### src/rtl/serial_pattern_sched_pkg.sv
// serial_pattern_sched_pkg
//   Shared definitions for the serial pattern scheduler:
//   - state_t   : handshake/serialiser FSM states (IDLE, SHIFT, DONE)
//   - len_width : width of the pattern-length field for a given PAT_MAX
package serial_pattern_sched_pkg;

  typedef enum logic [1:0] {
    ST_IDLE  = 2'd0,
    ST_SHIFT = 2'd1,
    ST_DONE  = 2'd2
  } state_t;

  // Enough bits to hold the values 0..pat_max.
  function automatic int len_width(input int pat_max);
    return (pat_max < 1) ? 1 : $clog2(pat_max + 1);
  endfunction

endpackage

### src/rtl/serial_pattern_sched_pattern_match_core.sv
// pattern_match_core
//   History register, fill counter, pattern compare, overlap handling and
//   saturating match counter for the serial bit stream.
// Ports:
//   clk, rst     : clock, synchronous active-high reset
//   start        : first bit of a new stream; clears history/fill/count
//   bit_en       : bit_in is emitted this cycle (appears on bit_out next cycle)
//   bit_in       : the bit being emitted
//   pattern      : pattern, bit [len-1] matched first in time
//   len          : pattern length (1..PAT_MAX, already sanitised)
//   overlap      : 1 = overlapping matches, 0 = fill cleared after a match
//   match_pulse  : registered, aligned with the completing bit on bit_out
//   match_count  : registered saturating match count
module pattern_match_core
  import serial_pattern_sched_pkg::*;
#(
  parameter int PAT_MAX = 4,
  parameter int CNT_W   = 8
) (
  input  logic                          clk,
  input  logic                          rst,
  input  logic                          start,
  input  logic                          bit_en,
  input  logic                          bit_in,
  input  logic [PAT_MAX-1:0]            pattern,
  input  logic [len_width(PAT_MAX)-1:0] len,
  input  logic                          overlap,
  output logic                          match_pulse,
  output logic [CNT_W-1:0]              match_count
);

  localparam int LEN_W = len_width(PAT_MAX);

  logic [PAT_MAX-1:0] history;
  logic [LEN_W-1:0]   fill;

  logic [PAT_MAX-1:0] hist_base;
  logic [PAT_MAX:0]   hist_ext;
  logic [PAT_MAX-1:0] hist_next;
  logic [LEN_W-1:0]   fill_base;
  logic [LEN_W-1:0]   fill_next;
  logic [CNT_W-1:0]   cnt_base;
  logic [CNT_W-1:0]   cnt_next;
  logic [PAT_MAX-1:0] mask;
  logic               hit;

  // A stream start behaves as if history, fill and count were already zero,
  // so the first bit of the stream is evaluated against a clean slate.
  always_comb begin
    hist_base = start ? '0 : history;
    fill_base = start ? '0 : fill;
    cnt_base  = start ? '0 : match_count;

    hist_ext  = {hist_base, bit_in};
    hist_next = hist_ext[PAT_MAX-1:0];

    if (fill_base >= LEN_W'(PAT_MAX))
      fill_next = LEN_W'(PAT_MAX);
    else
      fill_next = fill_base + LEN_W'(1);

    mask = '0;
    for (int unsigned i = 0; i < PAT_MAX; i++)
      mask[i] = (i < 32'(len));

    hit = (fill_next >= len) && ((hist_next & mask) == (pattern & mask));

    if (hit && (cnt_base != '1))
      cnt_next = cnt_base + CNT_W'(1);
    else
      cnt_next = cnt_base;
  end

  always_ff @(posedge clk) begin
    if (rst) begin
      history     <= '0;
      fill        <= '0;
      match_pulse <= 1'b0;
      match_count <= '0;
    end else begin
      match_pulse <= 1'b0;
      if (bit_en) begin
        history     <= hist_next;
        fill        <= (hit && !overlap) ? '0 : fill_next;
        match_pulse <= hit;
        match_count <= cnt_next;
      end
    end
  end

endmodule

### src/rtl/serial_pattern_sched.sv
// serial_pattern_sched
//   Accepts words over valid/ready, serialises them LSB-first into one
//   continuous bit stream, runs a configurable pattern match on it and
//   signals end-of-stream with a one-cycle done pulse.
// Ports:
//   clk, rst                        : clock, synchronous active-high reset
//   cfg_we, cfg_pattern, cfg_len,
//   cfg_overlap                     : configuration write (idle only)
//   in_valid, in_data, in_last,
//   in_ready                        : word input handshake
//   bit_out, bit_valid              : serial bit stream
//   match_pulse, match_count        : per-bit match and saturating count
//   busy, done                      : stream in progress / end-of-stream pulse
module serial_pattern_sched
  import serial_pattern_sched_pkg::*;
#(
  parameter int WORD_W  = 8,
  parameter int PAT_MAX = 4,
  parameter int CNT_W   = 8
) (
  input  logic                          clk,
  input  logic                          rst,
  input  logic                          cfg_we,
  input  logic [PAT_MAX-1:0]            cfg_pattern,
  input  logic [len_width(PAT_MAX)-1:0] cfg_len,
  input  logic                          cfg_overlap,
  input  logic                          in_valid,
  input  logic [WORD_W-1:0]             in_data,
  input  logic                          in_last,
  output logic                          in_ready,
  output logic                          bit_out,
  output logic                          bit_valid,
  output logic                          match_pulse,
  output logic [CNT_W-1:0]              match_count,
  output logic                          busy,
  output logic                          done
);

  localparam int LEN_W = len_width(PAT_MAX);
  localparam int IDX_W = (WORD_W > 1) ? $clog2(WORD_W) : 1;
  localparam logic [IDX_W-1:0] LAST_IDX = IDX_W'(WORD_W - 1);

  state_t              state;
  logic [WORD_W-1:0]   shreg;
  logic [IDX_W-1:0]    bit_idx;
  logic                last;

  logic [PAT_MAX-1:0]  pattern_q;
  logic [LEN_W-1:0]    len_q;
  logic                overlap_q;

  logic                accept;
  logic                cfg_take;
  logic                stream_start;
  logic                shifting;
  logic [LEN_W-1:0]    len_in;
  logic [PAT_MAX-1:0]  pattern_eff;
  logic [LEN_W-1:0]    len_eff;
  logic                overlap_eff;
  logic                core_bit_en;
  logic                core_bit;

  always_comb begin
    accept       = (state == ST_IDLE) && in_valid && in_ready;
    cfg_take     = cfg_we && !busy && (state == ST_IDLE);
    stream_start = accept && !busy;
    len_in       = (cfg_len == '0) ? LEN_W'(1) : cfg_len;

    // A write landing with a stream-starting accept must govern that
    // stream's first bit, so bypass the config registers for that cycle.
    pattern_eff  = cfg_take ? cfg_pattern : pattern_q;
    len_eff      = cfg_take ? len_in      : len_q;
    overlap_eff  = cfg_take ? cfg_overlap : overlap_q;

    // The bit that will sit on bit_out next cycle: in_data[0] on accept,
    // otherwise the next shreg bit while the word still has bits left.
    shifting     = (state == ST_SHIFT) && (bit_idx != LAST_IDX);
    core_bit_en  = accept || shifting;
    core_bit     = accept ? in_data[0] : shreg[0];
  end

  // bit_out is registered, so bit 0 is loaded during the accept cycle and
  // shreg holds the remaining bits; bit_idx names the bit currently on
  // bit_out. This keeps one accept cycle plus WORD_W bit cycles per word.
  always_ff @(posedge clk) begin
    if (rst) begin
      state     <= ST_IDLE;
      in_ready  <= 1'b1;
      bit_out   <= 1'b0;
      bit_valid <= 1'b0;
      busy      <= 1'b0;
      done      <= 1'b0;
      shreg     <= '0;
      bit_idx   <= '0;
      last      <= 1'b0;
      pattern_q <= '0;
      len_q     <= LEN_W'(1);
      overlap_q <= 1'b1;
    end else begin
      done <= 1'b0;

      if (cfg_take) begin
        pattern_q <= cfg_pattern;
        len_q     <= len_in;
        overlap_q <= cfg_overlap;
      end

      case (state)
        ST_IDLE: begin
          if (accept) begin
            shreg     <= in_data >> 1;
            last      <= in_last;
            bit_idx   <= '0;
            bit_out   <= in_data[0];
            bit_valid <= 1'b1;
            busy      <= 1'b1;
            in_ready  <= 1'b0;
            state     <= ST_SHIFT;
          end
        end

        ST_SHIFT: begin
          if (bit_idx != LAST_IDX) begin
            bit_out <= shreg[0];
            shreg   <= shreg >> 1;
            bit_idx <= bit_idx + IDX_W'(1);
          end else begin
            bit_out   <= 1'b0;
            bit_valid <= 1'b0;
            if (last) begin
              done  <= 1'b1;
              busy  <= 1'b0;
              state <= ST_DONE;
            end else begin
              in_ready <= 1'b1;
              state    <= ST_IDLE;
            end
          end
        end

        ST_DONE: begin
          in_ready <= 1'b1;
          state    <= ST_IDLE;
        end

        default: begin
          in_ready <= 1'b1;
          state    <= ST_IDLE;
        end
      endcase
    end
  end

  pattern_match_core #(
    .PAT_MAX (PAT_MAX),
    .CNT_W   (CNT_W)
  ) u_core (
    .clk         (clk),
    .rst         (rst),
    .start       (stream_start),
    .bit_en      (core_bit_en),
    .bit_in      (core_bit),
    .pattern     (pattern_eff),
    .len         (len_eff),
    .overlap     (overlap_eff),
    .match_pulse (match_pulse),
    .match_count (match_count)
  );

endmodule

### config.mk
export PLATFORM = sky130hd
export DESIGN_NAME = serial_pattern_sched
export DESIGN_NICKNAME = d
export VERILOG_FILES = /design/src/rtl/serial_pattern_sched_pkg.sv /design/src/rtl/serial_pattern_sched_pattern_match_core.sv /design/src/rtl/serial_pattern_sched.sv
export SDC_FILE = /design/constraint.sdc
export NUM_CORES = 1
export LEC_CHECK = 0
export ABC_CLOCK_PERIOD_IN_PS = 4900
export BUFFER_PORTS_ARGS = -buffer_cell sky130_fd_sc_hd__buf_4
export CORE_MARGIN = 3
export CORE_UTILIZATION = 55
export DETAILED_ROUTE_END_ITERATION = 8
export PLACE_DENSITY = 0.89
export SYNTH_ARGS = -nofsm -noshare
export SYNTH_HDL_FRONTEND = slang
export SYNTH_SLANG_ARGS = --single-unit
### constraint.sdc
create_clock -name clk -period 4.9 [get_ports clk]
set_input_delay 0.245 -clock clk [delete_from_list [all_inputs] [get_ports clk]]
set_output_delay 0.245 -clock clk [all_outputs]
set_load 0.01 [all_outputs]
=== Word level (Yosys, flattened, before mapping) ===
Cells that the tools add are included.

* Add/subtract/negate cells: 3
* Order comparisons: 6
* Equality and inequality tests: 9
* Mux-type cells: 35
* Bitwise logic cells: 4
* Reductions and logical operators: 24

{| class="wikitable"
|+ Operators with widths
! operator !! count
|-
| 8-bit two-way mux || 4
|-
| 3-bit two-way mux || 8
|-
| 8-bit case mux with 2 select lines || 1
|-
| 1-bit two-way mux || 12
|-
| 1-bit logical AND || 9
|-
| 3-bit AND reduction || 3
|-
| 8-bit by 1-bit adder with 8-bit output, second input constant || 1
|-
| 4-bit AND || 2
|-
| 2-bit inequality test, second input constant || 4
|-
| 8-bit inequality test, second input constant || 1
|-
| 1-bit case mux with 2 select lines || 4
|-
| 3-bit by 1-bit adder with 3-bit output, second input constant || 2
|-
| 1-bit by 3-bit less-than comparator with 1-bit output, first input constant || 2
|-
| 2-bit by 3-bit less-than comparator with 1-bit output, first input constant || 2
|-
| 2-bit two-way mux || 3
|-
| 3-bit case mux with 2 select lines || 1
|-
| 2-bit AND reduction || 3
|-
| 4-bit == test || 1
|-
| 4-bit two-way mux || 1
|-
| 2-bit case mux with 2 select lines || 1
|-
| 4-bit AND reduction || 1
|-
| 3-bit >= comparator || 1
|-
| 3-bit >= comparator, second input constant || 1
|-
| 3-bit logical NOT || 1
|-
| 10 further kinds || 12
|}

* Bits in registers: 42
* Input bits: 21
* Output and inout port bits: 14
* Word-level logic and storage cells: 97

=== Logic depth before layout (Yosys ltp) ===
* Depth in word-level cells: 11
* Mapped depth: 16

=== Hierarchy ===
Synthesis repeated with hierarchy kept, for this count alone.

* Cell total of the unflattened synthesis: 227
* Area, all modules: 2,119.5 µm²

{| class="wikitable"
|+ Modules (own cells, without submodules)
! module !! times used !! cells each !! area each (µm²) !! sequential area each (µm²)
|-
| serial_pattern_sched || 1 || 112 || 1,141.1 || 520.5
|-
| pattern_match_core || 1 || 115 || 978.4 || 300.3
|}

=== Worst setup path before layout ===
OpenSTA, ideal clock, no wires.

* Path type: flip-flop to flip-flop
* Start point: reg state[1]
* End point: reg u_core.match_count[0]
* Setup time: 0.121 ns
* Arrival time: 3.602 ns
* Data required time: 4.779 ns
* Path slack: 1.177 ns
* Stages on the path, launching flop included: 16
* Period minus slack after synthesis: 3.723 ns
* Path through: dfxtp_1 -> clkbuf_1 -> nor4bb_1 -> nand2b_1 -> clkbuf_1 -> and2_1 -> ha_1 -> and2_1 -> ha_1 -> a21oi_1 -> nor2b_1 -> o22ai_1 -> a2111o_1 -> buf_2 -> nor2_1 -> mux2_2

* Word-level cells in the longest chain between the ends: 11

{| class="wikitable"
|+ Ends and longest elaborated chain
! item !! RTL line !! text
|-
| from (decl) || serial_pattern_sched.sv:43 || <nowiki>state_t state;</nowiki>
|-
| from (signal assigned) || serial_pattern_sched.sv:87 || <nowiki>state <= ST_IDLE;</nowiki>
|-
| from (signal assigned) || serial_pattern_sched.sv:118 || <nowiki>state <= ST_SHIFT;</nowiki>
|-
| from (signal assigned) || serial_pattern_sched.sv:133 || <nowiki>state <= ST_DONE;</nowiki>
|-
| 2-bit logical NOT || serial_pattern_sched.sv:64, serial_pattern_sched.sv:65 ||
|-
| 1-bit logical AND (2 in series) || serial_pattern_sched.sv:64 || <nowiki>accept = (state == ST_IDLE) && in_valid && in_ready;</nowiki>
|-
| 1-bit logical AND || serial_pattern_sched.sv:66 || <nowiki>stream_start = accept && !busy;</nowiki>
|-
| 3-bit two-way mux || serial_pattern_sched_pattern_match_core.sv:51 || <nowiki>fill_base = start ? '0 : fill;</nowiki>
|-
| 3-bit by 1-bit adder with 3-bit output / 3-bit >= comparator (equally long branches) || serial_pattern_sched_pattern_match_core.sv:60, serial_pattern_sched_pattern_match_core.sv:57 ||
|-
| 3-bit two-way mux || serial_pattern_sched_pattern_match_core.sv:57 || <nowiki>if (fill_base >= LEN_W'(PAT_MAX))</nowiki>
|-
| 3-bit >= comparator || serial_pattern_sched_pattern_match_core.sv:66 || <nowiki>hit = (fill_next >= len) && ((hist_next & mask) == (pattern & mask));</nowiki>
|-
| 1-bit logical AND || serial_pattern_sched_pattern_match_core.sv:66 ||
|-
| 1-bit logical AND || serial_pattern_sched_pattern_match_core.sv:68 || <nowiki>if (hit && (cnt_base != '1))</nowiki>
|-
| 8-bit two-way mux || serial_pattern_sched_pattern_match_core.sv:68 ||
|-
| to (signal assigned) || serial_pattern_sched_pattern_match_core.sv:86 || <nowiki>match_count <= cnt_next;</nowiki>
|-
| to (decl) || serial_pattern_sched_pattern_match_core.sv:29 || <nowiki>output logic [CNT_W-1:0] match_count</nowiki>
|}

Several ways; a longest one is shown, not always the timed one.
A chain may end at the register's enable or synchronous reset.

=== Worst setup path after layout ===
* Start point: reg state[1]
* End point: reg u_core.match_count[3]

The elaborated chain is that of the path after synthesis.

==> flow_metrics.py <==
metrics = {
    "grt": {
        "grt_pass1_wl_um": 8060,
        "grt_pass1_vias": 1822,
        "grt_max_degree": 42,
        "track_usage_pct": 22.6,
        "grt_overflow_total": 0,
        "antenna_found_initial": 0,
    },
    "pwr": {
        "switching_share_pct": 29.0,
        "p_sw_uw": 246,
        "internal-power_uw": 604,
        "power_frac_seq_pct": 44.6,
        "power-per-cell-area_mw_per_mm2": 341,
        "clock_power_share_pct": 33.1,
        "p_leak_nw": 1.01,
        "peakVddDrop_v": 0.000215,
        "p_comb_share_pct": 22.3,
        "finalPower_uw": 850,
    },
    "yosys": {
        "synthArstFlopShare_pct": 0,
        "synthDistinctLibCells": 49,
        "syn_area_per_cell_um2": 8.27,
        "ys_seq_elements": 41,
        "synth_edf_count": 0,
        "yosysTopAreaCellShare_pct": 38.6,
        "yosys_warnings": 0,
        "syn_nets": 286,
        "synth_top_area_cell": "dfxtp_1",
        "yosysSeqAreaShare_pct": 38.6,
        "synthTopCellsByArea": "dfxtp_1 (39%), nand2_1 (5.8%), nor2_1 (4.9%)",
        "synth_area_mm2": 0.00213,
        "netlist_instances": 257,
        "synth_ff_type": "dfxtp_1",
    },
    "cts": {
        "clock_tree.buffer_depth": 2,
        "cts.sinks": 41,
        "clkTransAtPathRegs_ns": 0.08,
        "ctsHtreeMaxLevel": 2,
        "cts_hold_buf": 0,
        "cts_buffers": 5,
        "cts_tree": "done",
        "cts_root_buf": "clkbuf_8",
        "cts_resized": 0,
        "clock_latency_ns": 0.29,
        "postCtsSetupBuffers": 0,
    },
    "layout": {
        "diodes": 0,
        "drive_gt1_share_pct": 18.2,
        "syn_to_final_growth_pct": 17.3,
        "nets": 314,
        "final_cell_area_mm2": 0.00249,
    },
    "timing": {
        "hold_ws_ns": 0.212,
        "slew_headroom_pct": 39.5,
        "fin_crit_ns": 3.80,
        "period_share_pct": 77.6,
        "fmax_mhz": 263,
        "hold_viol_final": 0,
        "finClkSkew_ns": 0.00626,
        "rsz0062_at_grt": "no",
        "tightest_slew_ns": 0.908,
        "fin_setup_tns_ns": 0,
        "finalSetupViolCount": 0,
        "fin_ws_ns": 1.10,
        "slew_violations": 0,
    },
    "status": {
        "outcome": "completed",
    },
    "floorplan": {
        "die_w_um": 68.2,
        "dieArea_mm2": 0.00465,
        "num_io_pins": 35,
        "initial_core_util_pct": 60.4,
        "core_area_mm2": 0.00352,
        "die_h_um": 68.2,
        "rows": 21,
    },
    "worst_setup_path": {
        "cp-end-kind": "flip-flop",
        "cp_cell_sequence": "nor4bb_1 > nand2b_1 > and2_1 > ha_1 > and2_1 > ha_1 > a21oi_1 > nor2b_1 > o22ai_1 > a2111o_1 > or4_1 > a21oi_1",
        "worst-path-stages": 12,
        "critPathKind": "reg -> reg",
        "critPathRequiredTime_ns": 5.12,
        "cp.arrival_ns": 4.03,
        "r2r_cells": 12,
        "path_buf_inv": 0,
        "path_max_fanout": 16,
        "cp_slowest_cell": "a2111o_1",
        "cp-start-kind": "flip-flop",
        "cpLargestDelayFamily": "simple AND/OR/NAND/NOR gates",
        "critical-path-max-stage-delay_ns": 0.59,
    },
    "drt": {
        "ant_nets": 0,
        "dr_total_vias": 1938,
        "drc_errors": 0,
        "routed_wirelength_um": 4720,
        "drt-initial-drc-count": 151,
        "dr.pass1.iters": 4,
        "wl_per_cell_um": 14.2,
        "routed_via_density": 5.84,
    },
    "placement": {
        "portBuffers": 34,
        "place_hpwl_um": 3340,
        "gp_congestion": 0.811,
        "dpl_cell_area_mm2": 0.00238,
        "dp_slack_ns": 1.17,
    },
    "min_path": {
        "hold_path.class": "in -> reg",
        "worstHoldPathCells": 3,
    },
    "job": {
        "cap_violations": 0,
    },
}
==> routing by layer <==
layer  up-vias  global-route usage [%]  part of all wire (%)
li1        969                       -                     -
met1       911                    28.8                    46
met2        51                    38.3                    49
met3         7                    4.27                   4.4
met4         0                    7.44                   1.1
met5         -                       0                     0
==> power by group through the flow <==
stage | combinational, mW | sequential [mW] | clock [mW]
final | 0.190 | 0.379 | 0.281
after global routing | 0.213 | 0.383 | 0.297
after CTS | 0.188 | 0.379 | 0.284
after detailed placement | 0.187 | 0.386 | 0
after global placement | 0.180 | 0.385 | 0
after floorplan | 0.139 | 0.382 | 0
==> cells in the final DEF, fill, tap and decap left out, drive strengths merged, types with 4 or more instances in the layout <==
cell	instances
a21oi	21
a311oi	7
and2	6
buf	35
clkbuf	7
dfxtp	41
ha	8
inv	7
mux2i	6
nand2	33
nand2b	8
nand3	6
nor2	28
nor2b	4
nor3	8
o21ai	11
or3	4
==> logic make-up (layout without fill, tap and decap cells) <==
| group | after synthesis | count (layout) | share of synthesized area, % |
|---|---|---|---|
| compound gates | 58 | 58 | 18.1 |
| xor+xnor | 4 | 4 | 1.65 |
| fa+ha+maj | 8 | 8 | 4.71 |
| buf+inv | 21 | 50 | 4.47 |
| flops | 41 | 41 | 38.6 |
| mux | 8 | 8 | 3.88 |
| simple gates | 117 | 117 | 28.5 |
==> Yosys cell counts, drive strengths merged (3+ instances only) <==
library cell,number
nor2,28
nand2b,8
nand3b,3
inv,7
and2,6
or2,3
nand3,6
clkbuf,11
o21ai,11
a311oi,7
a21oi,21
mux2i,6
nor2b,4
or4b,3
o31ai,3
or4,3
buf,3
o22ai,3
dfxtp,41
or3,4
nor3,8
ha,8
nand2,33
==> path summary, 6_finish.rpt <==
kind,from,end,slack [ns]
hold reg to reg,bit_idx[2],bit_idx[2],0.46
setup reg to reg,state[1],u_core.match_count[3],1.10
hold / removal,cfg_overlap,overlap_q,0.21
setup / recovery,state[1],u_core.match_count[3],1.10
==> final cells by class <==
cell class	count	area (µm²)
Fill cell	309	1030
Multi-Input combinational cell	195	1210
Clock buffer	7	86.3
Tap cell	46	57.6
Inverter	7	26.3
Timing Repair Buffer	35	263
Clock inverter	1	30.0
Sequential cell	41	821
==> state kept, by name, indices dropped and copies added (netlist names) <==
signal and flops:
bit_idx 3, bit_valid 1, shreg 7, len_q 3
last 1, u_core.history 3, busy 1, in_ready 1
overlap_q 1, u_core.match_pulse 1, bit_out 1, done 1
u_core.fill 3, u_core.match_count 8, pattern_q 4, state 2
==> worst min-delay path: stages <==
cell      delay [ns]
buf_4           0.08
mux2i_1         0.07
nand2b_1        0.07
==> through the flow <==
stage                     instances  util [%]
after CTS                       332      70.8
after detailed placement        324      67.5
final                           332      70.8
after global routing            332      70.8
after global placement          324      67.5
after floorplan                 257         -
Power figures use the tool's default switching activity.
